File: src/rtl/mips_rf_pkg.sv
// Shared register-file geometry and the writeback entry carried through the write queue.
package mips_rf_pkg;
  localparam int NUM_REGS   = 32;
  localparam int REG_ADDR_W = $clog2(NUM_REGS);
  localparam int DATA_W     = 32;

  typedef struct packed {
    logic [REG_ADDR_W-1:0] regnum;
    logic [DATA_W-1:0]     data;
  } wb_entry_t;
endpackage

File: src/rtl/rf_write_queue_if.sv
// Producer handshake, register-file write port and forwarding lookups of the write queue.
interface rf_write_queue_if
  import mips_rf_pkg::*;
();
  logic                  in_valid;
  logic                  in_ready;
  logic [REG_ADDR_W-1:0] in_reg;
  logic [DATA_W-1:0]     in_data;
  logic                  rf_rw;
  logic [REG_ADDR_W-1:0] rf_writereg;
  logic [DATA_W-1:0]     rf_datawritten;
  logic [REG_ADDR_W-1:0] fwd1_reg;
  logic                  fwd1_hit;
  logic [DATA_W-1:0]     fwd1_data;
  logic [REG_ADDR_W-1:0] fwd2_reg;
  logic                  fwd2_hit;
  logic [DATA_W-1:0]     fwd2_data;
  logic                  idle;

  modport slave (
    input  in_valid, in_reg, in_data, fwd1_reg, fwd2_reg,
    output in_ready, rf_rw, rf_writereg, rf_datawritten,
           fwd1_hit, fwd1_data, fwd2_hit, fwd2_data, idle
  );

  modport master (
    output in_valid, in_reg, in_data, fwd1_reg, fwd2_reg,
    input  in_ready, rf_rw, rf_writereg, rf_datawritten,
           fwd1_hit, fwd1_data, fwd2_hit, fwd2_data, idle
  );
endinterface

File: src/rtl/rf_fwd_match.sv
// One forwarding lookup: priority search over age-ordered entries, highest index is newest.
module rf_fwd_match
  import mips_rf_pkg::*;
#(
  parameter int N       = 5,
  parameter int DROP_R0 = 0
) (
  input  wb_entry_t [N-1:0]       entries,
  input  logic [N-1:0]            valid,
  input  logic [REG_ADDR_W-1:0]   lookup,
  output logic                    hit,
  output logic [DATA_W-1:0]       data
);

  // NOTE: blocking assignments in combinational logic; later loop iterations
  // overwrite earlier ones, which is exactly what gives the newest entry priority.
  always_comb begin
    hit  = 1'b0;
    data = '0;
    for (int i = 0; i < N; i++) begin
      if (valid[i] && entries[i].regnum == lookup) begin
        hit  = 1'b1;
        data = entries[i].data;
      end
    end
    if (DROP_R0 != 0 && lookup == '0) begin
      hit  = 1'b0;
      data = '0;
    end
  end

endmodule

File: src/rtl/rf_write_queue.sv
// In-order writeback queue draining one entry per cycle onto the register file write port,
// with two forwarding lookups covering every write not yet committed.
module rf_write_queue
  import mips_rf_pkg::*;
#(
  parameter int  DEPTH   = 4,
  parameter int  DROP_R0 = 0,
  localparam int CNT_W   = $clog2(DEPTH + 1)
) (
  input  logic              clk,
  input  logic              rst,
  rf_write_queue_if.slave   bus
);

  localparam int PTR_W = $clog2(DEPTH);
  localparam int NSRC  = DEPTH + 1;

  wb_entry_t          mem [DEPTH];
  logic [PTR_W-1:0]   rd_ptr;
  logic [PTR_W-1:0]   wr_ptr;
  logic [CNT_W-1:0]   count;
  logic               out_valid;
  wb_entry_t          out_entry;

  logic               stall;
  logic               accept;
  logic               push;
  logic               pop;

  // Hold point for the write port; tied off in normal use so the queue always drains.
  assign stall  = 1'b0;
  assign accept = bus.in_valid && bus.in_ready;
  assign push   = accept && !(DROP_R0 != 0 && bus.in_reg == '0);
  assign pop    = (count != '0) && !stall;

  // NOTE: non-blocking assignments for all state, so every register samples pre-edge values.
  always_ff @(posedge clk or posedge rst) begin
    if (rst) begin
      rd_ptr    <= '0;
      wr_ptr    <= '0;
      count     <= '0;
      out_valid <= 1'b0;
      out_entry <= '0;
    end else begin
      if (push) wr_ptr <= wr_ptr + 1'b1;
      if (pop)  rd_ptr <= rd_ptr + 1'b1;
      case ({push, pop})
        2'b10:   count <= count + 1'b1;
        2'b01:   count <= count - 1'b1;
        default: ;
      endcase
      out_valid <= pop;
      if (pop) out_entry <= mem[rd_ptr];
    end
  end

  // NOTE: storage is not reset; count and out_valid gate every use, so stale slots are never seen.
  always_ff @(posedge clk) begin
    if (push) mem[wr_ptr] <= '{regnum: bus.in_reg, data: bus.in_data};
  end

  // Age-ordered search set: output register first, then head through tail.
  wb_entry_t [NSRC-1:0] src;
  logic [NSRC-1:0]      src_valid;

  always_comb begin
    src          = '0;
    src_valid    = '0;
    src[0]       = out_entry;
    src_valid[0] = out_valid;
    for (int i = 0; i < DEPTH; i++) begin
      src[i+1]       = mem[rd_ptr + PTR_W'(i)];
      src_valid[i+1] = CNT_W'(i) < count;
    end
  end

  rf_fwd_match #(.N(NSRC), .DROP_R0(DROP_R0)) u_fwd1 (
    .entries (src),
    .valid   (src_valid),
    .lookup  (bus.fwd1_reg),
    .hit     (bus.fwd1_hit),
    .data    (bus.fwd1_data)
  );

  rf_fwd_match #(.N(NSRC), .DROP_R0(DROP_R0)) u_fwd2 (
    .entries (src),
    .valid   (src_valid),
    .lookup  (bus.fwd2_reg),
    .hit     (bus.fwd2_hit),
    .data    (bus.fwd2_data)
  );

  assign bus.in_ready       = count != CNT_W'(DEPTH);
  assign bus.rf_rw          = out_valid;
  assign bus.rf_writereg    = out_entry.regnum;
  assign bus.rf_datawritten = out_entry.data;
  assign bus.idle           = (count == '0) && !out_valid;

endmodule

File: src/flat_wrapper.sv
// flat-port wrapper written by rule: the top's interface ports become plain ports
module rf_write_queue_flat import mips_rf_pkg::*;
#(
  parameter int  DEPTH   = 4,
  parameter int  DROP_R0 = 0,
  localparam int CNT_W   = $clog2(DEPTH + 1)
)
  (clk, rst, bus_in_valid, bus_in_reg, bus_in_data, bus_fwd1_reg, bus_fwd2_reg, bus_in_ready, bus_rf_rw, bus_rf_writereg, bus_rf_datawritten, bus_fwd1_hit, bus_fwd1_data, bus_fwd2_hit, bus_fwd2_data, bus_idle);
  rf_write_queue_if bus_i ();
  input  logic clk;
  input  logic rst;
  input wire logic [$bits(bus_i.in_valid)-1:0] bus_in_valid;
  input wire logic [$bits(bus_i.in_reg)-1:0] bus_in_reg;
  input wire logic [$bits(bus_i.in_data)-1:0] bus_in_data;
  input wire logic [$bits(bus_i.fwd1_reg)-1:0] bus_fwd1_reg;
  input wire logic [$bits(bus_i.fwd2_reg)-1:0] bus_fwd2_reg;
  output wire logic [$bits(bus_i.in_ready)-1:0] bus_in_ready;
  output wire logic [$bits(bus_i.rf_rw)-1:0] bus_rf_rw;
  output wire logic [$bits(bus_i.rf_writereg)-1:0] bus_rf_writereg;
  output wire logic [$bits(bus_i.rf_datawritten)-1:0] bus_rf_datawritten;
  output wire logic [$bits(bus_i.fwd1_hit)-1:0] bus_fwd1_hit;
  output wire logic [$bits(bus_i.fwd1_data)-1:0] bus_fwd1_data;
  output wire logic [$bits(bus_i.fwd2_hit)-1:0] bus_fwd2_hit;
  output wire logic [$bits(bus_i.fwd2_data)-1:0] bus_fwd2_data;
  output wire logic [$bits(bus_i.idle)-1:0] bus_idle;
  assign bus_i.in_valid = bus_in_valid;
  assign bus_i.in_reg = bus_in_reg;
  assign bus_i.in_data = bus_in_data;
  assign bus_i.fwd1_reg = bus_fwd1_reg;
  assign bus_i.fwd2_reg = bus_fwd2_reg;
  assign bus_in_ready = bus_i.in_ready;
  assign bus_rf_rw = bus_i.rf_rw;
  assign bus_rf_writereg = bus_i.rf_writereg;
  assign bus_rf_datawritten = bus_i.rf_datawritten;
  assign bus_fwd1_hit = bus_i.fwd1_hit;
  assign bus_fwd1_data = bus_i.fwd1_data;
  assign bus_fwd2_hit = bus_i.fwd2_hit;
  assign bus_fwd2_data = bus_i.fwd2_data;
  assign bus_idle = bus_i.idle;
  rf_write_queue #(.DEPTH(DEPTH), .DROP_R0(DROP_R0)) u_core (.clk(clk), .rst(rst), .bus(bus_i));
endmodule
File: config.mk
export PLATFORM = sky130hd
export DESIGN_NAME = rf_write_queue_flat
export DESIGN_NICKNAME = d
export VERILOG_FILES = /design/src/rtl/mips_rf_pkg.sv /design/src/rtl/rf_write_queue_if.sv /design/src/rtl/rf_fwd_match.sv /design/src/rtl/rf_write_queue.sv /design/src/flat_wrapper.sv
export SDC_FILE = /design/constraint.sdc
export NUM_CORES = 1
export LEC_CHECK = 0
export ABC_AREA = 1
export CAP_MARGIN = 0
export CORE_MARGIN = 2
export CORE_UTILIZATION = 50
export DETAILED_ROUTE_END_ITERATION = 6
export GPL_TIMING_DRIVEN = 1
export MAX_ROUTING_LAYER = met4
export PLACE_DENSITY_LB_ADDON = 0.08
export SYNTH_ARGS = -nofsm -noshare
export SYNTH_HDL_FRONTEND = slang
export SYNTH_SLANG_ARGS = --single-unit
File: constraint.sdc
create_clock -name clk -period 8.25 [get_ports clk]
set_input_delay 1.65 -clock clk [delete_from_list [all_inputs] [get_ports clk]]
set_output_delay 1.65 -clock clk [all_outputs]
set_load 0.01 [all_outputs]
==> reports/metrics.yaml, run 1 <==
status:
  status: "completed"
global_route:
  grt_overflow: 0
  grt_pass1_wl_um: 75300
  grtUsageTotal_pct: 32.6
  grt_pass1_vias: 13600
  grt_max_degree: 85
  antenna_found_initial: 0
logic_synthesis:
  avgSynthCellArea_um2: 6.91
  synth_edf_count: 148
  synth_top_area_share_pct: 30.8
  syn-instance-count: 2088
  syn_nets: 2148
  synth.distinct_cells: 31
  ys_warn_count: 0
  synth_area_leaders: "edfxtp_1, nand2_1, o21ai_0, dfrtp_1, nor2_1"
  synth-seq-cells: 193
  synth_flop_cell: "edfxtp_1"
  syn_area_um2: 14400
  async_flop_share_pct: 23.3
  ys_seq_area_share_pct: 38.6
  synth_area_leader_cell: "edfxtp_1"
clock_tree:
  clockBufferDepth: 2
  cts_root_buffer: "clkbuf_16"
  hold_buffers: 0
  ctsHtreeMaxLevel: 4
  cts_buffers: 17
  cts_resized: 0
  insertion_delay_ns: 0.45
  cts.sinks: 193
  cts_setup_buffers: 0
  clk_pin_slew_ns: 0.07
  cts_tree: "built"
place:
  gp_congestion: 0.947
  port_buffers: 155
  dp.cells: 2468
  place_hpwl_um: 29100
hold_path:
  hold_depth: 2
  hp-class: "reg -> reg"
  worstHoldStart: "u_core.count[1]"
  holdPathEnd: "u_core.count[1]"
job:
  cap_viol_max_count: 0
route:
  postRouteAntennaNets: 0
  drc: 0
  drt-initial-drc-count: 1743
  routed-via-count: 14600
  post_drt_wl_per_cell_um: 19.3
  detail_route.first_pass.iterations: 7
  routed_wl_um: 48100
  viasPerCell: 5.84
cells_and_area:
  final_cell_mix: "nand2_1, nor2_1, o21ai_0"
  layout_commonest_cell: "nand2_1"
  areaGrowthSynthToFinish_pct: 13.5
  drive_gt1_share_pct: 4.49
  final_cells: 2500
  antennaDiodeCount: 0
  nets: 2163
setup_path:
  reg2reg_from: "u_core.rd_ptr[0]"
  cpPeakStageDelay_ns: 0.82
  cp_data_arrival_time_ns: 5.28
  cpMostUsedCell: "nand2_1"
  crit_family: "buffers and inverters"
  cp_slowest_cell: "nand3_2"
  cp-end-kind: "output pin"
  crit_chain: "clkdlybuf4s50_1 -> inv_1 -> nand3_1 -> nand2_1 -> nor2_4 -> buf_4 -> nand3_2 -> nand2_1 -> nand3_1 -> nand2_1 -> nand2_1 -> nand2_1 -> clkdlybuf4s50_1"
  reg2reg_depth: 6
  r2r-end: "u_core.bus.rf_datawritten[19]"
  cp.required_ns: 6.60
  critPathMaxFanout: 33
  r2r_slack_ns: 5.05
  critPathLaunchType: "primary input"
  crit_type: "in -> out"
  worst-path-buf-inv: 4
timing:
  rsz0062_at_grt: "false"
  drv_slew: 0
  finClkSkew_ns: 0.0143
  finalCriticalPeriod_ns: 6.93
  fmax_mhz: 144
  hold_violations: 0
  setup_viol: 0
  post-route-period-util_pct: 84.0
  fin_tns_setup_ns: 0
  max_slew_margin_pct: 16.0
  whs_ns: 0.531
  tightest_slew_ns: 1.26
power_and_ir_drop:
  p_leak_nw: 7.24
  p_per_area_nw_per_um2: 427
  peakVddDrop_uv: 204
die:
  rows: 62
  core_um2: 28500
  ioPinCount: 156
  die_area_um2: 30200
  chipHeight_um: 174
  start_util_pct: 50.5
  die_w_um: 174
-- state kept, by name, indices dropped and copies added, names as in the netlist --
signal,count
u_core.bus.rf_rw,1
u_core.mem,148
u_core.wr_ptr,2
u_core.count,3
u_core.bus.rf_datawritten,32
u_core.rd_ptr,2
u_core.bus.rf_writereg,5
-- metrics by stage --
step	cell area [um^2]	setup WS (ns)	utilization (%)	power, mW
final	16400	1.32	57.4	6.99
after global routing	16400	1.22	57.4	7.49
after CTS	16400	1.48	57.4	6.93
after detailed placement	15800	1.51	55.4	6.09
after global placement	15800	1.49	55.4	6.03
after floorplan	14400	3.74	-	4.50
-- cell usage after synthesis (10+ instances only) --
cell type	count
nand4_1	130
mux2i_1	64
ha_1	10
inv_1	78
nand3_1	122
buf_1	12
clkbuf_1	68
buf_4	49
edfxtp_1	148
nand2_1	725
nor2_1	286
dfrtp_1	45
buf_2	49
o21ai_0	241
-- report_power, final --
| group | switching, mW | internal, mW |
|---|---|---|
| clock network | 0.391 | 0.447 |
| logic | 3.04 | 1.52 |
| registers | 0.255 | 1.34 |
| total | 3.68 | 3.30 |
-- metal layers --
metal  vias to the layer above  GRT usage [%]  routed length (um)
met2                       722           52.3               22200
met3                       109           5.13                3940
li1                       6944              -                   -
met4                         0           10.7                1290
met1                      6815           42.5               20700
met5                         -              -                   0
-- worst min-delay path, cell delays in order (launching register included) --
cell and delay (ns):
dfrtp_1 0.37, nand2_1 0.05, o21ai_0 0.07
-- worst max path at each step --
| stage | from | endpoint | slack, ns | cells past startpoint |
|---|---|---|---|---|
| 6_report | bus_fwd1_reg[0] | bus_fwd1_data[29] | 1.32 | 13 |
| 5_1_grt | bus_fwd2_reg[3] | bus_fwd2_data[30] | 1.22 | 13 |
| 4_1_cts | bus_fwd1_reg[0] | bus_fwd1_data[11] | 1.48 | 13 |
| 3_5_place_dp | bus_fwd1_reg[0] | bus_fwd1_data[11] | 1.51 | 13 |
| 3_3_place_gp | bus_fwd1_reg[0] | bus_fwd1_data[11] | 1.49 | 13 |
| 2_1_floorplan | bus_fwd2_reg[4] | bus_fwd2_data[22] | 3.74 | 10 |
-- logic make-up (layout without fill, tap and decap cells) --
family	Yosys count	count (layout)	synth area share, %
flip-flops	193	193	38.6
AO/OA/AOI/OAI	263	263	9.26
multiplexers	64	64	4.44
buffers and inverters	268	296	9.14
adder cells (fa/ha/maj)	10	10	0.867
AND/OR/NAND/NOR	1281	1281	37.1
XOR/XNOR	9	9	0.546
-- cell type report --
class | count | area, um^2
Timing Repair Buffer | 183 | 1770
Multi-Input combinational cell | 1627 | 7680
Sequential cell | 193 | 5570
Tap cell | 384 | 480
Inverter | 81 | 305
Fill cell | 2735 | 12200
Clock buffer | 19 | 433
Clock inverter | 13 | 134
Power figures use the tool's default switching activity.
==> inputs of run 2 (changes only) <==
==> constraint.sdc (replaced) <==
create_clock -name clk -period 6.1 [get_ports clk]
set_input_delay 1.22 -clock clk [delete_from_list [all_inputs] [get_ports clk]]
set_output_delay 1.22 -clock clk [all_outputs]
set_load 0.01 [all_outputs]
==> reports/metrics.yaml, run 2 (same netlist as run 1, synthesis figures left out) <==
status:
  status: "completed"
timing:
  whs_ns: 0.539  # +0.00768 ns
  post-route-period-util_pct: 90.4
  finalCriticalPeriod_ns: 5.52
  max_slew_margin_pct: 17.0  # +1.0 points
  drv_slew: 0  # unchanged
  hold_violations: 0  # unchanged
  fin_tns_setup_ns: 0  # unchanged
  setup_viol: 0  # unchanged
  rsz0062_at_grt: "false"
  tightest_slew_ns: 1.24  # -0.0155 ns
  fmax_mhz: 181
  finClkSkew_ns: 0.0169  # +0.00264 ns
power_and_ir_drop:
  p_total_mw: 9.62  # +38%
  power_switching_mw: 5.14  # +39%
  p_int_mw: 4.48  # +36%
  p_leak_nw: 7.37  # +1.9%
  p_sw_share_pct: 53.4  # +0.68 points
  comb_power_share_pct: 66.4  # +1.2 points
  share_seq_of_total_power_pct: 21.9  # -0.9 points
  p_per_area_nw_per_um2: 578  # +36%
  pwr-share-clk_pct: 11.7  # -0.3 points
  peakVddDrop_uv: 273  # +34%
die:
  die_w_um: 174  # unchanged
  die_area_um2: 30200  # unchanged
  start_util_pct: 50.5  # unchanged
  chipHeight_um: 174  # unchanged
  ioPinCount: 156  # unchanged
  core_um2: 28500  # unchanged
  rows: 62  # unchanged
cells_and_area:
  register_area_um2: 5570  # unchanged
  multiInputGateArea_um2: 7680  # unchanged
  layout_commonest_cell: "nand2_1"
  fillers: 2736  # +0.037%
  largest_register: "u_core.mem"
  final_cell_mix: "nand2_1, nor2_1, o21ai_0"
  drive_gt1_share_pct: 5.52  # +1.0 points
  final_cells: 2523  # +0.92%
  areaGrowthSynthToFinish_pct: 15.3
  largest_reg_flops: 148  # unchanged
  nets: 2185  # +1.0%
  final_area_um2: 16600  # +1.5%
place:
  dp.cells: 2490  # +0.89%
  gp_congestion: 1.00  # +5.9%
  dpl_cell_area_um2: 16100  # +1.5%
  port_buffers: 155  # unchanged
  place_hpwl_um: 31700  # +8.9%
setup_path:
  cp_data_arrival_time_ns: 4.30  # -0.98 ns
  cp.required_ns: 4.88  # -1.72 ns
  critPathLaunchType: "primary input"
  cp-end-kind: "output pin"
  critPathMaxFanout: 25  # -24%
  crit_type: "in -> out"
clock_tree:
  cts_root_buffer: "clkbuf_16"
  clk_pin_slew_ns: 0.08  # about the same
  clockBufferDepth: 2  # unchanged
  ctsHtreeMaxLevel: 4  # unchanged
  cts_tree: "built"
  cts_resized: 0  # unchanged
  insertion_delay_ns: 0.45  # about the same
  cts.sinks: 193  # unchanged
  hold_buffers: 0  # unchanged
  cts_setup_buffers: 0  # unchanged
  cts_buffers: 17  # unchanged
route:
  postRouteAntennaNets: 0  # unchanged
  viasPerCell: 5.85  # +0.30%
  routed-via-count: 14800  # +1.2%
  routed_wl_um: 50100  # +4.1%
  drc: 0  # unchanged
  drt-initial-drc-count: 1887  # +8.3%
  detail_route.first_pass.iterations: 6  # -1
  post_drt_wl_per_cell_um: 19.9  # +3.1%
hold_path:
  hp-class: "reg -> reg"
global_route:
  grt_overflow: 0  # unchanged
  grtUsageTotal_pct: 33.9  # +1.3 points
  grt_max_degree: 118  # +39%
  grt_pass1_wl_um: 77300  # +2.6%
  antenna_found_initial: 2  # +2
  grt_pass1_vias: 13800  # +1.4%
job:
  cap_viol_max_count: 0  # unchanged
## run 2: changes by cell type in the layout (fill, tap and decap cells not counted), moves of 3 or more
cell | before | now
clkinv_8 | 0 | 3
buf_4 | 27 | 43
clkinv_2 | 5 | 1
buf_12 | 1 | 7
inv_8 | 0 | 3
## run 2: layout make-up
type                            instances  share of cell area (%)
Sequential cell                       193                    33.5
Multi-Input combinational cell       1627                    46.2
Clock inverter                         13                   0.865
Tap cell                              384                    2.89
Timing Repair Buffer                  205                    12.1
Clock buffer                           18                    2.58
Antenna cell                            2                  0.0301
Inverter                               81                    1.84
## run 2: metrics by stage
step	setup WS, ns	util (%)
6_report	0.583	58.2
5_1_grt	0.387	58.2
4_1_cts	0.667	58.2
3_5_place_dp	0.670	56.2
3_3_place_gp	0.676	56.2
2_1_floorplan	2.45	-
## run 2: worst max-delay path: stages
cell	delay, ns
clkdlybuf4s50_1	0.61
inv_1	0.15
xor2_1	0.19
nor2_1	0.17
nand3_2	0.70
buf_4	0.48
nand4_1	0.11
or2_2	0.14
clkdlybuf4s50_1	0.53
## run 2: final timing paths
check / start / end / slack (ns) / cells after the start
setup / recovery: bus_fwd1_reg[4] / bus_fwd1_hit / 0.58 / 9
hold / removal: u_core.count[1] / u_core.count[1] / 0.54 / 2
setup reg to reg: u_core.count[0] / u_core.mem[2][31] / 2.98 / 7
hold reg to reg: u_core.count[1] / u_core.count[1] / 0.54 / 2
max in group asynchronous: rst / u_core.rd_ptr[0] / 4.22 / 3
min in group asynchronous: rst / u_core.wr_ptr[0] / 1.29 / 3
## run 2: power by group through the flow
stage	registers [mW]	logic [mW]	clock network [mW]
floorplan	2.01	4.07	0
finish	2.11	6.39	1.13
CTS	2.10	6.29	1.13
detailed placement	2.12	6.27	0
global route	2.14	6.98	1.17
global placement	2.12	6.21	0
## run 2: layer usage
metal / wire length, um / up-vias / track usage (%)
li1: - / 6993 / -
met1: 20900 / 6798 / 44.4
met2: 22800 / 835 / 53.5
met3: 4870 / 142 / 5.31
met4: 1600 / 0 / 12.4
met5: 0 / - / -
==> inputs of run 3 (changes only) <==
--- a/config.mk
+++ b/config.mk
@@ -8,7 +8,7 @@
 export ABC_AREA = 1
 export CAP_MARGIN = 0
 export CORE_MARGIN = 2
-export CORE_UTILIZATION = 50
+export CORE_UTILIZATION = 40
 export DETAILED_ROUTE_END_ITERATION = 6
 export GPL_TIMING_DRIVEN = 1
 export MAX_ROUTING_LAYER = met4
==> reports/metrics.yaml, run 3 (same netlist as run 1, synthesis figures left out) <==
setup_path:
  cp_data_arrival_time_ns: 4.39  # +0.09 ns
  reg2reg_from: "u_core.rd_ptr[0]"
  endpoint: "bus_fwd2_data[1]"
  reg2reg_depth: 6  # -1
  critPathMaxFanout: 42  # +68%
  crit_type: "reg -> out"
  startpoint: "u_core.rd_ptr[0]"
  cp-end-kind: "output pin"
  r2r_slack_ns: 2.88  # -0.10 ns
  r2r-end: "u_core.bus.rf_datawritten[16]"
  cp.required_ns: 4.88  # about the same
  critPathLaunchType: "flop"
route:
  wl_met3_um: 3300  # -32%
  wl_met2_um: 23700  # +4.1%
  viasPerCell: 5.47  # -6.5%
  top_layer_used: "met4"
  wl_met1_um: 22900  # +9.6%
  drt-initial-drc-count: 1534  # -19%
  routed-via-count: 14200  # -3.9%
  detail_route.first_pass.iterations: 6  # unchanged
  drc: 0  # unchanged
  routed_wl_um: 51500  # +2.9%
  postRouteAntennaNets: 0  # unchanged
  post_drt_wl_per_cell_um: 19.9  # about the same
global_route:
  grt_pass1_vias: 13400  # -2.8%
  grtUsageTotal_pct: 28.1  # -5.9 points
  grt_pass1_wl_um: 79100  # +2.4%
  grt_max_degree: 84  # -29%
  grt_overflow: 0  # unchanged
  antenna_found_initial: 1  # -1
cells_and_area:
  largest_reg_flops: 148  # unchanged
  areaGrowthSynthToFinish_pct: 15.6
  drive_gt1_share_pct: 5.20  # -0.32 points
  largest_register: "u_core.mem"
  layout_commonest_cell: "nand2_1"
  nets: 2180  # -0.23%
  final_cell_mix: "nand2_1, nor2_1, o21ai_0"
place:
  port_buffers: 155  # unchanged
  gp_congestion: 0.931  # -7.2%
  place_ws_ns: 0.644  # -0.0261 ns
  place_hpwl_um: 33300  # +5.0%
power_and_ir_drop:
  p_total_mw: 9.56  # -0.56%
  p_per_area_nw_per_um2: 573  # -0.90%
  p_leak_nw: 7.34  # -0.44%
  peakVddDrop_uv: 352  # +29%
clock_tree:
  cts_setup_buffers: 0  # unchanged
  cts_tree: "built"
  clk_pin_slew_ns: 0.08  # about the same
  cts_buffers: 17  # unchanged
  hold_buffers: 0  # unchanged
  insertion_delay_ns: 0.46  # about the same
  cts_resized: 0  # unchanged
  cts_root_buffer: "clkbuf_16"
  cts.sinks: 193  # unchanged
  ctsHtreeMaxLevel: 4  # unchanged
  clockBufferDepth: 2  # unchanged
status:
  status: "completed"
die:
  die_area_um2: 37600  # +24%
  start_util_pct: 40.6  # -10 points
  rows: 69  # +11%
  die_w_um: 194  # +12%
  ioPinCount: 156  # unchanged
  core_um2: 35600  # +25%
  chipHeight_um: 194  # +12%
timing:
  fmax_mhz: 178  # -1.7%
  whs_ns: 0.527  # -0.0117 ns
  rsz0062_at_grt: "false"
  finalCriticalPeriod_ns: 5.61  # +0.0947 ns
  max_slew_margin_pct: 11.6  # -5.4 points
  finClkSkew_ns: 0.0110  # -0.00595 ns
  setup_viol: 0  # unchanged
  hold_violations: 0  # unchanged
  tightest_slew_ns: 1.32  # +0.0801 ns
  drv_slew: 0  # unchanged
  fin_tns_setup_ns: 0  # unchanged
  fin_ws_ns: 0.488  # -0.0947 ns
  post-route-period-util_pct: 92.0  # +1.6 points
hold_path:
  hp-class: "reg -> reg"
job:
  cap_viol_max_count: 0  # unchanged
## run 3: changes by cell type in the layout (fill, tap and decap cells not counted), sizes merged
cell / previous run / this run
inv: 87 / 81
buf: 50 / 45
clkbuf: 18 / 21
bufinv: 0 / 2
clkinvlp: 0 / 2
diode: 2 / 1
## run 3: where the power goes
group	internal (mW)	switching, mW	leakage [nW]
registers	1.81	0.341	1.88
logic	2.13	4.16	5.19
clock network	0.611	0.519	0.274
## run 3: worst min-delay path by stage
stage               startpoint         endpoint  cells past startpoint  slack [ns]
3_5_place_dp   u_core.count[1]  u_core.count[1]                      2        0.51
4_1_cts        u_core.count[1]  u_core.count[1]                      2        0.53
2_1_floorplan  u_core.count[1]  u_core.count[1]                      2        0.48
3_3_place_gp   u_core.count[1]  u_core.count[1]                      2        0.51
5_1_grt        u_core.count[0]  u_core.count[0]                      1        0.56
6_report       u_core.count[1]  u_core.count[1]                      2        0.53
## run 3: layer usage
layer	track usage (%)	vias to the layer above
met5	-	-
met4	10.8	0
met3	3.86	85
met2	44.5	555
met1	36.5	6573
li1	-	6982
## run 3: area by class of cell
| type | instances | area [um^2] |
|---|---|---|
| inverter | 81 | 305 |
| tap | 461 | 577 |
| antenna | 1 | 2.50 |
| clock buffer | 21 | 450 |
| timing repair buffer | 200 | 1980 |
| multi-input combinational | 1627 | 7690 |
| fill | 3589 | 18900 |
| sequential | 193 | 5570 |
| clock inverter | 11 | 113 |
## run 3: through the flow
step           area, um^2  utilization [%]  cells
2_1_floorplan       14400                -   2088
3_3_place_gp        16100             45.3   2562
3_5_place_dp        16100             45.3   2562
4_1_cts             16700             46.9   2594
5_1_grt             16700             46.9   2595
6_report            16700             46.9   2595
## run 3: critical path, stage by stage, from the launching register on
cell	delay, ns
dfrtp_4	0.62
inv_2	0.36
buf_4	0.46
nand2_1	0.13
nand3_1	0.19
nand2_1	0.13
nand2_1	0.07
nand2_1	0.08
nor2_4	0.44
buf_4	0.40
nand4_1	0.20
nand3_1	0.14
nand2_1	0.06
nand2_1	0.06
nand2_1	0.08
clkdlybuf4s50_1	0.48
